==> src/rtl/alu_div_seq_pkg.sv <==
// Shared definitions for the iterative restoring divider.
// Combinational content only (types and constants), no latency.
// No flow control; consumed by the divider datapath and FSM.
package alu_div_seq_pkg;

   localparam int DIV_WIDTH = 16;
   localparam int DIV_CNT_W = $clog2(DIV_WIDTH) + 1;

   typedef enum logic [1:0] {
      ST_IDLE = 2'd0,
      ST_CALC = 2'd1,
      ST_FIX  = 2'd2
   } div_state_e;

endpackage

==> src/rtl/div_sub_cla.sv <==
// (WIDTH+1)-bit borrow-lookahead subtractor, a - b computed as a + ~b + 1.
// Purely combinational, zero cycles.
// No flow control; result is valid whenever the inputs are stable.
module div_sub_cla
   import alu_div_seq_pkg::*;
#(
   parameter int WIDTH = DIV_WIDTH
) (
   input  logic [WIDTH:0] a,
   input  logic [WIDTH:0] b,
   output logic [WIDTH:0] diff,
   output logic           borrow
);

   // Pad to a whole number of 4-bit groups; zero extension keeps a - b exact.
   localparam int PW = WIDTH + 4;
   localparam int NG = PW / 4;

   logic [PW-1:0] a_x;
   logic [PW-1:0] b_n;
   logic [PW-1:0] g;
   logic [PW-1:0] p;
   logic [PW-1:0] c;
   logic [PW-1:0] s;
   logic [NG:0]   gc;
   logic [2:0]    pad_unused;

   assign a_x   = {3'b000, a};
   assign b_n   = ~{3'b000, b};
   assign g     = a_x & b_n;
   assign p     = a_x ^ b_n;
   assign gc[0] = 1'b1;   // the +1 of two's-complement negation

   for (genvar k = 0; k < NG; k++) begin : g_grp
      localparam int B = 4 * k;
      logic grp_g;
      logic grp_p;

      assign c[B]   = gc[k];
      assign c[B+1] = g[B] | (p[B] & gc[k]);
      assign c[B+2] = g[B+1] | (p[B+1] & g[B]) | (p[B+1] & p[B] & gc[k]);
      assign c[B+3] = g[B+2] | (p[B+2] & g[B+1]) | (p[B+2] & p[B+1] & g[B])
                    | (p[B+2] & p[B+1] & p[B] & gc[k]);

      assign grp_g = g[B+3] | (p[B+3] & g[B+2]) | (p[B+3] & p[B+2] & g[B+1])
                   | (p[B+3] & p[B+2] & p[B+1] & g[B]);
      assign grp_p = p[B+3] & p[B+2] & p[B+1] & p[B];

      assign gc[k+1] = grp_g | (grp_p & gc[k]);
   end

   assign s          = p ^ c;
   assign diff       = s[WIDTH:0];
   assign pad_unused = s[PW-1:WIDTH+1];
   // Carry out of the padded word is set exactly when a >= b.
   assign borrow     = ~gc[NG];

endmodule

==> src/rtl/alu_div_seq.sv <==
// Iterative restoring divider, one quotient bit per cycle, signed or unsigned.
// done WIDTH+1 cycles after start (1 cycle for divide-by-zero).
// busy is high while a divide runs; start is ignored unless the FSM is idle.
module alu_div_seq
   import alu_div_seq_pkg::*;
#(
   parameter int WIDTH = DIV_WIDTH
) (
   input  logic             clk,
   input  logic             rst_n,
   input  logic             start,
   input  logic             is_signed,
   input  logic [WIDTH-1:0] dividend,
   input  logic [WIDTH-1:0] divisor,
   output logic [WIDTH-1:0] quotient,
   output logic [WIDTH-1:0] remainder,
   output logic             busy,
   output logic             done,
   output logic             div_by_zero
);

   localparam int CW = $clog2(WIDTH) + 1;
   localparam logic [WIDTH-1:0] ONE_W = WIDTH'(1);

   div_state_e       state_q, state_d;
   logic [CW-1:0]    count_q, count_d;
   logic [WIDTH-1:0] rem_q, rem_d;
   logic [WIDTH-1:0] quo_q, quo_d;
   logic [WIDTH-1:0] dvs_q, dvs_d;
   logic             neg_quo_q, neg_quo_d;
   logic             neg_rem_q, neg_rem_d;
   logic             dbz_q, dbz_d;
   logic [WIDTH-1:0] quotient_q, quotient_d;
   logic [WIDTH-1:0] remainder_q, remainder_d;
   logic             busy_q, busy_d;
   logic             done_q, done_d;
   logic             div_by_zero_q, div_by_zero_d;

   logic [WIDTH-1:0] dvd_mag;
   logic [WIDTH-1:0] dvs_mag;
   logic [WIDTH:0]   rem_sh;
   logic [WIDTH:0]   trial;
   logic             trial_borrow;
   logic             trial_top_unused;

   assign dvd_mag = (is_signed && dividend[WIDTH-1]) ? (~dividend + ONE_W) : dividend;
   assign dvs_mag = (is_signed && divisor[WIDTH-1])  ? (~divisor + ONE_W)  : divisor;

   // Partial remainder shifted left with the next dividend bit brought in.
   assign rem_sh = {rem_q, quo_q[WIDTH-1]};

   div_sub_cla #(.WIDTH(WIDTH)) u_sub (
      .a      (rem_sh),
      .b      ({1'b0, dvs_q}),
      .diff   (trial),
      .borrow (trial_borrow)
   );

   // A successful trial is always below the divisor, so the top bit is zero.
   assign trial_top_unused = trial[WIDTH];

   // State register.
   always_ff @(posedge clk or negedge rst_n) begin
      if (!rst_n) begin
         state_q <= ST_IDLE;
      end else begin
         state_q <= state_d;
      end
   end

   // Next-state logic: divide-by-zero skips the iterations entirely.
   always_comb begin
      state_d = state_q;
      case (state_q)
         ST_IDLE: if (start) state_d = (divisor == '0) ? ST_FIX : ST_CALC;
         ST_CALC: if (count_q == CW'(1)) state_d = ST_FIX;
         ST_FIX:  state_d = ST_IDLE;
         default: state_d = ST_IDLE;
      endcase
   end

   // Datapath and output next values for each state.
   always_comb begin
      count_d       = count_q;
      rem_d         = rem_q;
      quo_d         = quo_q;
      dvs_d         = dvs_q;
      neg_quo_d     = neg_quo_q;
      neg_rem_d     = neg_rem_q;
      dbz_d         = dbz_q;
      quotient_d    = quotient_q;
      remainder_d   = remainder_q;
      busy_d        = busy_q;
      done_d        = 1'b0;
      div_by_zero_d = div_by_zero_q;
      case (state_q)
         ST_IDLE: begin
            if (start) begin
               busy_d = 1'b1;
               if (divisor == '0) begin
                  // Preload the final answer; FIX then passes it through untouched.
                  quo_d     = '1;
                  rem_d     = dividend;
                  neg_quo_d = 1'b0;
                  neg_rem_d = 1'b0;
                  dbz_d     = 1'b1;
               end else begin
                  quo_d     = dvd_mag;
                  rem_d     = '0;
                  dvs_d     = dvs_mag;
                  count_d   = CW'(WIDTH);
                  neg_quo_d = is_signed & (dividend[WIDTH-1] ^ divisor[WIDTH-1]);
                  neg_rem_d = is_signed & dividend[WIDTH-1];
                  dbz_d     = 1'b0;
               end
            end
         end
         ST_CALC: begin
            count_d = count_q - CW'(1);
            if (!trial_borrow) begin
               rem_d = trial[WIDTH-1:0];
               quo_d = {quo_q[WIDTH-2:0], 1'b1};
            end else begin
               rem_d = rem_sh[WIDTH-1:0];
               quo_d = {quo_q[WIDTH-2:0], 1'b0};
            end
         end
         ST_FIX: begin
            quotient_d    = neg_quo_q ? (~quo_q + ONE_W) : quo_q;
            remainder_d   = neg_rem_q ? (~rem_q + ONE_W) : rem_q;
            div_by_zero_d = dbz_q;
            done_d        = 1'b1;
            busy_d        = 1'b0;
         end
         default: ;
      endcase
   end

   // Datapath and output registers; reset aborts any divide in flight.
   always_ff @(posedge clk or negedge rst_n) begin
      if (!rst_n) begin
         count_q       <= '0;
         rem_q         <= '0;
         quo_q         <= '0;
         dvs_q         <= '0;
         neg_quo_q     <= 1'b0;
         neg_rem_q     <= 1'b0;
         dbz_q         <= 1'b0;
         quotient_q    <= '0;
         remainder_q   <= '0;
         busy_q        <= 1'b0;
         done_q        <= 1'b0;
         div_by_zero_q <= 1'b0;
      end else begin
         count_q       <= count_d;
         rem_q         <= rem_d;
         quo_q         <= quo_d;
         dvs_q         <= dvs_d;
         neg_quo_q     <= neg_quo_d;
         neg_rem_q     <= neg_rem_d;
         dbz_q         <= dbz_d;
         quotient_q    <= quotient_d;
         remainder_q   <= remainder_d;
         busy_q        <= busy_d;
         done_q        <= done_d;
         div_by_zero_q <= div_by_zero_d;
      end
   end

   assign quotient    = quotient_q;
   assign remainder   = remainder_q;
   assign busy        = busy_q;
   assign done        = done_q;
   assign div_by_zero = div_by_zero_q;

endmodule

==> config.mk <==
export PLATFORM = sky130hd
export DESIGN_NAME = alu_div_seq
export DESIGN_NICKNAME = d
export VERILOG_FILES = /design/src/rtl/alu_div_seq_pkg.sv /design/src/rtl/div_sub_cla.sv /design/src/rtl/alu_div_seq.sv
export SDC_FILE = /design/constraint.sdc
export NUM_CORES = 1
export LEC_CHECK = 0
export BUFFER_PORTS_ARGS = -buffer_cell sky130_fd_sc_hd__buf_2
export CORE_MARGIN = 4
export CORE_UTILIZATION = 53
export DETAILED_ROUTE_END_ITERATION = 7
export PLACE_DENSITY = 0.77
export SLEW_MARGIN = 20
export SYNTH_ARGS = -nofsm -noshare
export SYNTH_HDL_FRONTEND = slang
export SYNTH_SLANG_ARGS = --single-unit
==> constraint.sdc <==
create_clock -name clk -period 2.5 [get_ports clk]
set_input_delay 0.5 -clock clk [delete_from_list [all_inputs] [get_ports clk]]
set_output_delay 0.5 -clock clk [all_outputs]
set_load 0.02 [all_outputs]
==> results.sh, run 1 <==
export IMPL_status="finished clean"
export IMPL_cts_root_buf="clkbuf_8"
export IMPL_post_synth_top_area_cell="dfrtp_1"
export IMPL_synth_avg_cell_area_um2=8.83
export IMPL_n_fill_cell=851
export IMPL_ys_async_sr_fraction_pct=100
export IMPL_grt_pass1_vias=4843
export IMPL_antenna_left=0
export IMPL_required_ns=2.80
export IMPL_drtIter0Drc=397
export IMPL_register_area_um2=2330
export IMPL_clkSlewWorstSetupHoldPaths_ns=0.10
export IMPL_synth_nets=710
export IMPL_drive_gt1_share_pct=21.8
export IMPL_first_pass_iters=5
export IMPL_period_share_pct=99.4
export IMPL_synth_edff_count=0
export IMPL_start_kind="flip-flop"
export IMPL_die_area_um2=12500
export IMPL_path_class="flip-flop to flip-flop"
export IMPL_slowest_delay_ns=0.45
export IMPL_synthTopCellsByArea="dfrtp_1 41%, o21ai_0 7.9%, nand2_1 6.4%"
export IMPL_ys_ff_latch=93
export IMPL_worst_pin_slew_ns=0.651
export IMPL_synth_compound_area_share_pct=20.5
export IMPL_setup_viol=0
export IMPL_num_rows=37
export IMPL_gp_congestion=0.962
export IMPL_synthCells=648
export IMPL_crit_chain="inv_1 -> ha_4 -> o21a_1 -> o22ai_4 -> o22ai_4 -> a31oi_4 -> fa_1 -> mux2_4 -> o21ai_2"
export IMPL_p_sw_share_pct=45.9
export IMPL_hold_violations=0
export IMPL_finClkSkew_ns=0.0156
export IMPL_grt_start_max_net_pins=68
export IMPL_ctsLongestPathBuffers=2
export IMPL_port_buffers=70
export IMPL_crit_arrival_ns=2.78
export IMPL_max_cap_viol_count=0
export IMPL_rsz0062_at_grt="true"
export IMPL_cts_hold_buffers=0
export IMPL_post_route_drc_count=0
export IMPL_die_width_um=112
export IMPL_dp_hpwl_um=11000
export IMPL_wl_per_cell_um=16.7
export IMPL_end_kind="flip-flop"
export IMPL_synth_top_family_by_area="compound AO/OA/AOI/OAI gates"
export IMPL_grt_overflow_total=0
export IMPL_synthAdderAreaFrac_pct=6.08
export IMPL_ys_seq_area_share_pct=40.7
export IMPL_synthFlopType="dfrtp_1"
export IMPL_critPathMostFrequentCell="o22ai_4"
export IMPL_powerDensity_nw_per_um2=1450
export IMPL_cts_tree="done"
export IMPL_cts_buffers=9
export IMPL_synth_mux_area_share_pct=2.89
export IMPL_antenna_cells=0
export IMPL_hold_class="input pin to asynchronous set/reset pin"
export IMPL_wl_um=14800
export IMPL_final_core_util_pct=65.4
export IMPL_peakVddDrop_mv=0.708
export IMPL_vias=5068
export IMPL_critical_path_slowest_cell="fa_1"
export IMPL_antenna_found_initial=0
export IMPL_p_comb_share_pct=62.1
export IMPL_cp_max_fo=3
export IMPL_area_growth_syn_to_layout_pct=19.2
export IMPL_start_util_pct=54.9
export IMPL_fmax_mhz=403
export IMPL_placed_area_um2=6390
export IMPL_ys_warn_count=0
export IMPL_synth_cell_types=52
export IMPL_p_sw_mw=4.53
export IMPL_grt_first_pass_wirelength_um=24200
export IMPL_synthTopCellsByCount="98 x nand2_1, 93 x dfrtp_1, 90 x o21ai_0"
export IMPL_clk_latency_ns=0.37
export IMPL_fin_area_um2=6820
export IMPL_p_total_mw=9.88
export IMPL_post_synth_top_count_cell="nand2_1"
export IMPL_power_leakage_nw=3.13
export IMPL_io_pins=71
export IMPL_synth_top_area_share_pct=40.7
export IMPL_dieHeight_um=112
export IMPL_p_clk_share_pct=9.9
export IMPL_slew_limit_headroom_pct=56.6
export IMPL_multi_input_area_um2=3310
export IMPL_post_drt_via_cell_ratio=5.73
export IMPL_slew_violations=0
export IMPL_p_int_mw=5.35
export IMPL_synthXorXnorAreaFrac_pct=10.4
export IMPL_h_tree_depth=3
export IMPL_syn_cell_area_um2=5720
export IMPL_track_usage_pct=23.6
export IMPL_core_um2=10400
export IMPL_synth_simple_area_share_pct=15.1
export IMPL_seq_power_share_pct=28.1
export IMPL_final_nets=806
export IMPL_post_route_min_period_ns=2.48
export IMPL_cts_sinks=93
## path summary, 6_finish.rpt
path,endpoint,cells after the start,slack [ns],startpoint
max in group asynchronous,quo_q[9]$_DFFE_PN0P_,2,1.80,rst_n
hold / removal,remainder[4]$_DFFE_PN0P_,1,0.06,rst_n
setup / recovery,rem_q[12]$_DFFE_PN0P_,9,0.02,quo_q[15]$_DFFE_PN0P_
setup reg to reg,rem_q[12]$_DFFE_PN0P_,9,0.02,quo_q[15]$_DFFE_PN0P_
min in group clk,dvs_q[0]$_DFFE_PN0P_,3,0.37,divisor[0]
hold reg to reg,quotient[5]$_DFFE_PN0P_,2,0.48,quotient[5]$_DFFE_PN0P_
## state kept, by name, indices dropped and copies added, names as in the netlist
signal,flops
dvs_q,16
quo_q,16
quotient,16
rem_q,16
remainder,16
count_q,5
state_q,2
busy,1
dbz_q,1
div_by_zero,1
done,1
neg_quo_q,1
neg_rem_q,1
## power groups by stage
stage	clock network, mW	logic [mW]	registers [mW]
6_report	0.975	6.13	2.77
3_3_place_gp	0	5.14	2.72
2_1_floorplan	0	3.65	2.88
4_1_cts	0.997	5.53	2.73
5_1_grt	1.07	6.79	2.85
3_5_place_dp	0	5.35	2.77
## cell families (layout without fill, tap and decap cells)
family                   Yosys count  count (layout)
AO/OA/AOI/OAI                    193             194
buffers and inverters             63             163
XOR/XNOR                          68              68
flip-flops                        93              93
multiplexers                      16              16
AND/OR/NAND/NOR                  189             189
adder cells (fa/ha/maj)           26              26
## cell usage in the layout, fill, tap and decap left out, drive strengths merged, types with 2 or more instances in the layout
cell and instances:
a21o 3, a21oi 31, a22oi 15, a31oi 7, and2 3, and3 3, buf 110, clkbuf 9
clkinv 4, dfrtp 93, fa 3, ha 23, inv 40, mux2 4, mux2i 12, nand2 98
nand2b 5, nand3 8, nor2 31, nor2b 3, nor3 13, nor4 6, o21a 6, o21ai 103
o221ai 2, o22ai 8, o31ai 10, o41ai 5, or2 3, or3 10, or4 2, xnor2 31
xor2 37
## layer usage
layer  routed length [µm]  share of wire (%)  GRT usage, %  up-vias
met5                    0                  0             0        -
met4                  570                3.9          9.65        0
met3                 1050                7.1          4.67       39
met2                 6640                 45          35.7      188
met1                 6510                 44          33.4     2394
li1                     -                  -             -     2447
## what timing repair did
action                                  in CTS  in global routing
gates cloned                                 1                  0
endpoints found under the hold margin        0                  0
pin swaps                                    2                  8
setup buffers                                3                  5
endpoints found under the setup margin       6                 15
resized for setup                            2                 25
## critical path, delay by kind of cell, from the launching register on
family          cells  cell delay [ns]
compound gates      5             0.88
fa+ha+maj           2             0.69
flops               1             0.41
mux                 1             0.28
buf+inv             1             0.16
## cell type report
class	count	area share (%)
Tap cell	136	2.50
Clock inverter	7	1.01
Multi-Input combinational cell	493	48.6
Clock buffer	9	1.82
Inverter	37	2.04
Sequential cell	93	34.1
Timing Repair Buffer	110	9.93
## stage by stage
step / setup TNS (ns) / setup slack, ns / hold slack [ns] / std cells
4_1_cts: 0 / 0.00735 / 0.0694 / 880
3_5_place_dp: -0.104 / -0.0911 / 0.465 / 860
2_1_floorplan: 0 / 0.0189 / 0.204 / 648
3_3_place_gp: 0 / 0.0497 / 0.455 / 860
6_report: 0 / 0.0158 / 0.0552 / 885
5_1_grt: -0.488 / -0.0843 / 0.0837 / 885
Note: power is estimated with default switching activity, not from simulation.
==> run 2, diff against run 1 <==
Settings changed: ABC_AREA from default to 1, CORE_MARGIN 4 to 3, CORE_UTILIZATION 53 to 54, PLACE_DENSITY 0.77 to 0.78.
==> run 2 against run 1 <==
Global-route usage rose by 2.1 points. Critical path depth up 7. Cell area is 2.6% higher. Core utilization is 1.7 points lower. Synthesized area grew 7.2%. Final cell count increased by 15%. Flip-flop and latch count did not move. Synthesized cell count is 25% higher. Via count increased by 12%. Clock skew shrank 0.012 ns.
==> results.sh, run 2 <==
export IMPL_status="finished clean"
export IMPL_crit_arrival_ns=2.58
export IMPL_cts_root_buf="clkbuf_16"
export IMPL_dieHeight_um=113
export IMPL_cts_sinks=93
export IMPL_post_synth_top_area_cell="dfrtp_1"
export IMPL_area_growth_syn_to_layout_pct=14.2
export IMPL_ys_ff_latch=93
export IMPL_path_class="flip-flop to flip-flop"
export IMPL_slew_violations=0
export IMPL_register_area_um2=2330
export IMPL_io_pins=71
export IMPL_post_route_drc_count=0
export IMPL_finalSetupTns_ns=0
export IMPL_final_nets=938
export IMPL_drtIter0Drc=716
export IMPL_cp_max_fo=4
export IMPL_final_cell_mix="152 x nand2_1, 104 x inv_1, 93 x dfrtp_1"
export IMPL_syn_cell_area_um2=6130
export IMPL_gp_congestion=0.967
export IMPL_grt_start_max_net_pins=66
export IMPL_start_util_pct=55.8
export IMPL_grt_overflow_total=0
export IMPL_synth_edff_count=0
export IMPL_start_kind="flip-flop"
export IMPL_final_core_util_pct=63.7
export IMPL_antenna_found_initial=0
export IMPL_setup_viol=0
export IMPL_vias=5669
export IMPL_ys_async_sr_fraction_pct=100
export IMPL_h_tree_depth=3
export IMPL_antenna_left=0
export IMPL_synthTopCellsByCount="153 x nand2_1, 104 x inv_1, 93 x dfrtp_1"
export IMPL_synth_cell_types=44
export IMPL_crit_chain="ha_4 -> nand2_1 -> inv_1 -> nand3_1 -> nand2_2 -> nand2_1 -> nand2_2 -> nand2_2 -> nand2_4 -> inv_1 -> fa_1 -> a21oi_2 -> o21a_1 -> a21oi_1 -> nand2_1 -> o21ai_1"
export IMPL_hold_violations=0
export IMPL_worst_pin_slew_ns=0.545
export IMPL_slowest_delay_ns=0.44
export IMPL_hold_class="input pin to asynchronous set/reset pin"
export IMPL_wl_per_cell_um=15.5
export IMPL_synth_nets=869
export IMPL_slew_limit_headroom_pct=63.6
export IMPL_synthFlopType="dfrtp_1"
export IMPL_end_kind="flip-flop"
export IMPL_wl_um=15800
export IMPL_antenna_cells=0
export IMPL_multi_input_area_um2=3300
export IMPL_num_rows=38
export IMPL_core_um2=11000
export IMPL_synth_top_area_share_pct=38.0
export IMPL_cts_hold_buffers=0
export IMPL_worstRegToRegCells=16
export IMPL_ys_warn_count=0
export IMPL_power_leakage_nw=3.52
export IMPL_critical_path_slowest_cell="dfrtp_1"
export IMPL_grt_first_pass_wirelength_um=26300
export IMPL_fmax_mhz=425
export IMPL_fin_area_um2=7000
export IMPL_ctsLongestPathBuffers=2
export IMPL_cts_tree="done"
export IMPL_timing_hold_ws_ns=0.0750
export IMPL_layout_commonest_cell="nand2_1"
export IMPL_die_width_um=113
export IMPL_n_fill_cell=947
export IMPL_first_pass_iters=5
export IMPL_dp_hpwl_um=12000
export IMPL_post_drt_via_cell_ratio=5.55
export IMPL_ys_seq_area_share_pct=38.0
export IMPL_powerDensity_nw_per_um2=1520
export IMPL_clk_latency_ns=0.34
export IMPL_drive_gt1_share_pct=15.6
export IMPL_synthTopCellsByArea="dfrtp_1 38%, nand2_1 9.4%, o21ai_0 7.3%"
export IMPL_synthCells=807
export IMPL_post_route_min_period_ns=2.35
export IMPL_synth_avg_cell_area_um2=7.59
export IMPL_grt_pass1_vias=5320
export IMPL_die_area_um2=12700
export IMPL_max_cap_viol_count=0
export IMPL_period_share_pct=94.1
export IMPL_required_ns=2.73
export IMPL_track_usage_pct=25.7
export IMPL_cts_buffers=9
export IMPL_post_synth_top_count_cell="nand2_1"
export IMPL_placed_area_um2=6660
export IMPL_finClkSkew_ns=0.00340
export IMPL_peakVddDrop_mv=0.651
export IMPL_clkSlewWorstSetupHoldPaths_ns=0.06
export IMPL_port_buffers=70
## run 2: cell types whose count changed in the layout (fill, tap and decap cells not counted), moves of 12 or more
cell / change
nand4_1: +12
xnor2_1: -16
nor2_1: +49
nand2_1: +55
buf_4: -21
nand3_1: +36
inv_1: +68
a22oi_1: -15
## run 2: layout make-up
cell class,count,area share (%)
multi-input cells,577,47.1
flip-flops and latches,93,33.3
repair buffers,87,7.22
inverters,108,5.79
clock buffers,12,3.38
well taps,140,2.50
clock inverters,4,0.697
## run 2: kinds of logic (layout without fill, tap and decap cells)
logic type / Yosys count / in the layout / share of synthesized area [%]
simple gates: 327 / 327 / 24.0
compound gates: 168 / 168 / 15.3
buf+inv: 137 / 211 / 9.13
flops: 93 / 93 / 38.0
xor+xnor: 56 / 56 / 8.00
fa+ha+maj: 26 / 26 / 5.68
## run 2: power by group
part / switching (mW) / total (mW) / internal [mW]
sequential: 0.598 / 2.84 / 2.24
combinational: 4.01 / 6.44 / 2.44
clock: 0.566 / 1.34 / 0.775
## run 2: final timing paths
| kind | startpoint | endpoint | slack (ns) |
|---|---|---|---|
| hold reg to reg | remainder[13]$_DFFE_PN0P_ | remainder[13]$_DFFE_PN0P_ | 0.48 |
| setup reg to reg | rem_q[1]$_DFFE_PN0P_ | rem_q[13]$_DFFE_PN0P_ | 0.15 |
| max in group asynchronous | rst_n | dvs_q[1]$_DFFE_PN0P_ | 1.75 |
| setup / recovery | rem_q[1]$_DFFE_PN0P_ | rem_q[13]$_DFFE_PN0P_ | 0.15 |
| min in group clk | divisor[0] | dvs_q[0]$_DFFE_PN0P_ | 0.39 |
| hold / removal | rst_n | remainder[6]$_DFFE_PN0P_ | 0.07 |
## run 2: critical path: cells and delay by family, from the launching register on
kind	cells	cell delay (ns)
AND/OR/NAND/NOR	8	0.62
flip-flops	1	0.44
adder cells (fa/ha/maj)	2	0.69
buffers and inverters	2	0.11
AO/OA/AOI/OAI	4	0.37
## run 2: through the flow
| stage | total power, mW | cells | setup WS [ns] |
|---|---|---|---|
| after CTS | 10.5 | 1021 | 0.0959 |
| after global routing | 11.6 | 1021 | -0.00136 |
| after detailed placement | 9.08 | 1005 | 0.109 |
| final | 10.6 | 1021 | 0.147 |
| after global placement | 8.94 | 1005 | 0.170 |
| after floorplan | 7.46 | 807 | 0.282 |
## run 2: metal layers
| layer | part of all wire (%) | track usage (%) | up-vias | wire, µm |
|---|---|---|---|---|
| met3 | 8.1 | 4.91 | 35 | 1280 |
| met2 | 44 | 38.7 | 257 | 7000 |
| li1 | - | - | 2776 | - |
| met5 | 0 | 0 | - | 0 |
| met1 | 44 | 36.9 | 2601 | 7010 |
| met4 | 3.4 | 9.94 | 0 | 541 |
## run 2: repair_timing
action,4_1_cts,5_1_grt
resized for setup,0,6
setup endpoints to repair,0,1
buffers inserted,0,0
==> run 3, diff against run 2 <==
==> constraint.sdc (replaced) <==
create_clock -name clk -period 2.5 [get_ports clk]
set_input_delay 0.25 -clock clk [delete_from_list [all_inputs] [get_ports clk]]
set_output_delay 0.25 -clock clk [all_outputs]
set_load 0.02 [all_outputs]
==> run 3 against run 2 <==
Power is 0.98% higher. Clock skew is 0.0054 ns higher. Register-to-register slack worse by 0.04 ns. Largest cell class unchanged. Largest power group unchanged. Highest routed layer unchanged.
==> results.sh, run 3 (same netlist as run 2, synthesis figures left out) <==
export IMPL_final_core_util_pct=64.0
export IMPL_cts_root_buf="clkbuf_16"
export IMPL_area_growth_syn_to_layout_pct=14.7
export IMPL_dp_cells=1006
export IMPL_final_nets=943
export IMPL_core_um2=11000
export IMPL_slowest_delay_ns=0.44
export IMPL_layout_commonest_cell="nand2_1"
export IMPL_die_area_um2=12700
export IMPL_final_cell_mix="152 x nand2_1, 104 x inv_1, 92 x dfrtp_1"
export IMPL_worstRegToRegCells=16
export IMPL_period_share_pct=95.9
export IMPL_ctsLongestPathBuffers=2
export IMPL_fmax_mhz=417
export IMPL_timing_hold_ws_ns=0.142
export IMPL_io_pins=71
export IMPL_finClkSkew_ns=0.00885
export IMPL_port_buffers=70
export IMPL_cts_tree="done"
export IMPL_critPathLaunch="rem_q[1]$_DFFE_PN0P_"
export IMPL_crit_arrival_ns=2.63
export IMPL_status="finished clean"
export IMPL_path_class="flip-flop to flip-flop"
export IMPL_setup_viol=0
export IMPL_drtIter0Drc=507
export IMPL_start_util_pct=55.8
export IMPL_antenna_left=0
export IMPL_vias=5640
export IMPL_final_cells=1026
export IMPL_slew_limit_headroom_pct=65.0
export IMPL_hold_class="input pin to flip-flop"
export IMPL_hold_path_startpoint="divisor[0]"
export IMPL_worst_pin_slew_ns=0.524
export IMPL_dieHeight_um=113
export IMPL_cp_max_fo=4
export IMPL_reg2reg_setup_slack_ns=0.10
export IMPL_num_rows=38
export IMPL_r2r_start="rem_q[1]$_DFFE_PN0P_"
export IMPL_min_to="dvs_q[0]$_DFFE_PN0P_"
export IMPL_grt_first_pass_wirelength_um=25600
export IMPL_post_drt_via_cell_ratio=5.50
export IMPL_end_kind="flip-flop"
export IMPL_power_leakage_nw=3.54
export IMPL_post_route_drc_count=0
export IMPL_wl_um=15500
export IMPL_die_width_um=113
export IMPL_grt_overflow_total=0
export IMPL_h_tree_depth=3
export IMPL_drive_gt1_share_pct=16.5
export IMPL_start_kind="flip-flop"
export IMPL_hold_violations=0
export IMPL_track_usage_pct=24.9
export IMPL_clk_latency_ns=0.35
export IMPL_first_pass_iters=6
export IMPL_antenna_cells=0
export IMPL_wl_per_cell_um=15.1
export IMPL_clkSlewWorstSetupHoldPaths_ns=0.07
export IMPL_cts_buffers=9
export IMPL_dp_hpwl_um=11800
export IMPL_crit_chain="ha_4 -> nand2_2 -> nor2_2 -> nor2_1 -> nand2_1 -> nand2_1 -> nand2_2 -> nand2_2 -> nand2_4 -> inv_1 -> fa_2 -> a21oi_2 -> o21a_1 -> a21oi_1 -> nand2_1 -> o21ai_1"
export IMPL_post_route_min_period_ns=2.40
export IMPL_p_total_mw=10.7
export IMPL_min_path_cells=3
export IMPL_required_ns=2.73
export IMPL_grt_start_max_net_pins=63
export IMPL_cts_sinks=93
export IMPL_gp_congestion=0.940
export IMPL_powerDensity_nw_per_um2=1530
export IMPL_grt_pass1_vias=5189
export IMPL_max_cap_viol_count=0
export IMPL_peakVddDrop_mv=0.614
export IMPL_critical_path_slowest_cell="dfrtp_2"
export IMPL_antenna_found_initial=0
export IMPL_slew_violations=0
export IMPL_reg2reg_to="rem_q[13]$_DFFE_PN0P_"
## run 3: cell types whose count changed in the layout (fill, tap and decap cells not counted), sizes merged
| cell | before | now |
|---|---|---|
| clkinvlp | 0 | 1 |
| bufinv | 1 | 0 |
| clkbuf | 12 | 9 |
| inv | 108 | 111 |
| dlygate4sd3 | 0 | 1 |
| buf | 87 | 91 |
## run 3: area by class of cell
| class | count | area, µm² |
|---|---|---|
| Tap cell | 140 | 175 |
| Multi-Input combinational cell | 577 | 3280 |
| Fill cell | 962 | 3960 |
| Sequential cell | 93 | 2330 |
| Clock buffer | 9 | 225 |
| Timing Repair Buffer | 92 | 546 |
| Clock inverter | 7 | 67.6 |
| Inverter | 108 | 405 |
## run 3: what timing repair did
item                       4_1_cts  5_1_grt
setup endpoints to repair        0        2
resized for setup                0        8
hold buffers                     1        0
setup buffers                    0        3
hold endpoints to repair        23        0
## run 3: how the worst max path moves through the flow
stage | end | slack, ns | depth (start not counted)
6_report | rem_q[13]$_DFFE_PN0P_ | 0.10 | 16
5_1_grt | rem_q[13]$_DFFE_PN0P_ | -0.04 | 16
4_1_cts | rem_q[13]$_DFFE_PN0P_ | 0.04 | 16
3_5_place_dp | rem_q[13]$_DFFE_PN0P_ | 0.07 | 16
3_3_place_gp | rem_q[13]$_DFFE_PN0P_ | 0.16 | 16
2_1_floorplan | rem_q[13]$_DFFE_PN0P_ | 0.28 | 14
## run 3: per-stage QoR
stage / setup TNS [ns] / instance area [µm²] / setup slack [ns]
6_report: 0 / 7030 / 0.103
3_3_place_gp: 0 / 6660 / 0.156
5_1_grt: -0.0357 / 7030 / -0.0357
4_1_cts: 0 / 6970 / 0.0369
2_1_floorplan: 0 / 6130 / 0.282
3_5_place_dp: 0 / 6660 / 0.0743
## run 3: critical path: cells and delay by family (launching register included)
family / cells / cell delay (ns)
buf+inv: 1 / 0.05
fa+ha+maj: 2 / 0.66
flops: 1 / 0.44
compound gates: 4 / 0.38
simple gates: 9 / 0.76
## run 3: power breakdown
part | switching, mW | internal (mW) | total [mW]
logic | 4.05 | 2.48 | 6.53
registers | 0.604 | 2.24 | 2.85
clock network | 0.652 | 0.701 | 1.35
## run 3: metal layers
layer  vias up  global-route usage, %  wire length (µm)
li1       2784                      -                 -
met1      2568                   36.3              6850
met2       243                   37.4              6870
met3        45                   3.18              1220
met4         0                   11.1               519
met5         -                      0                 0
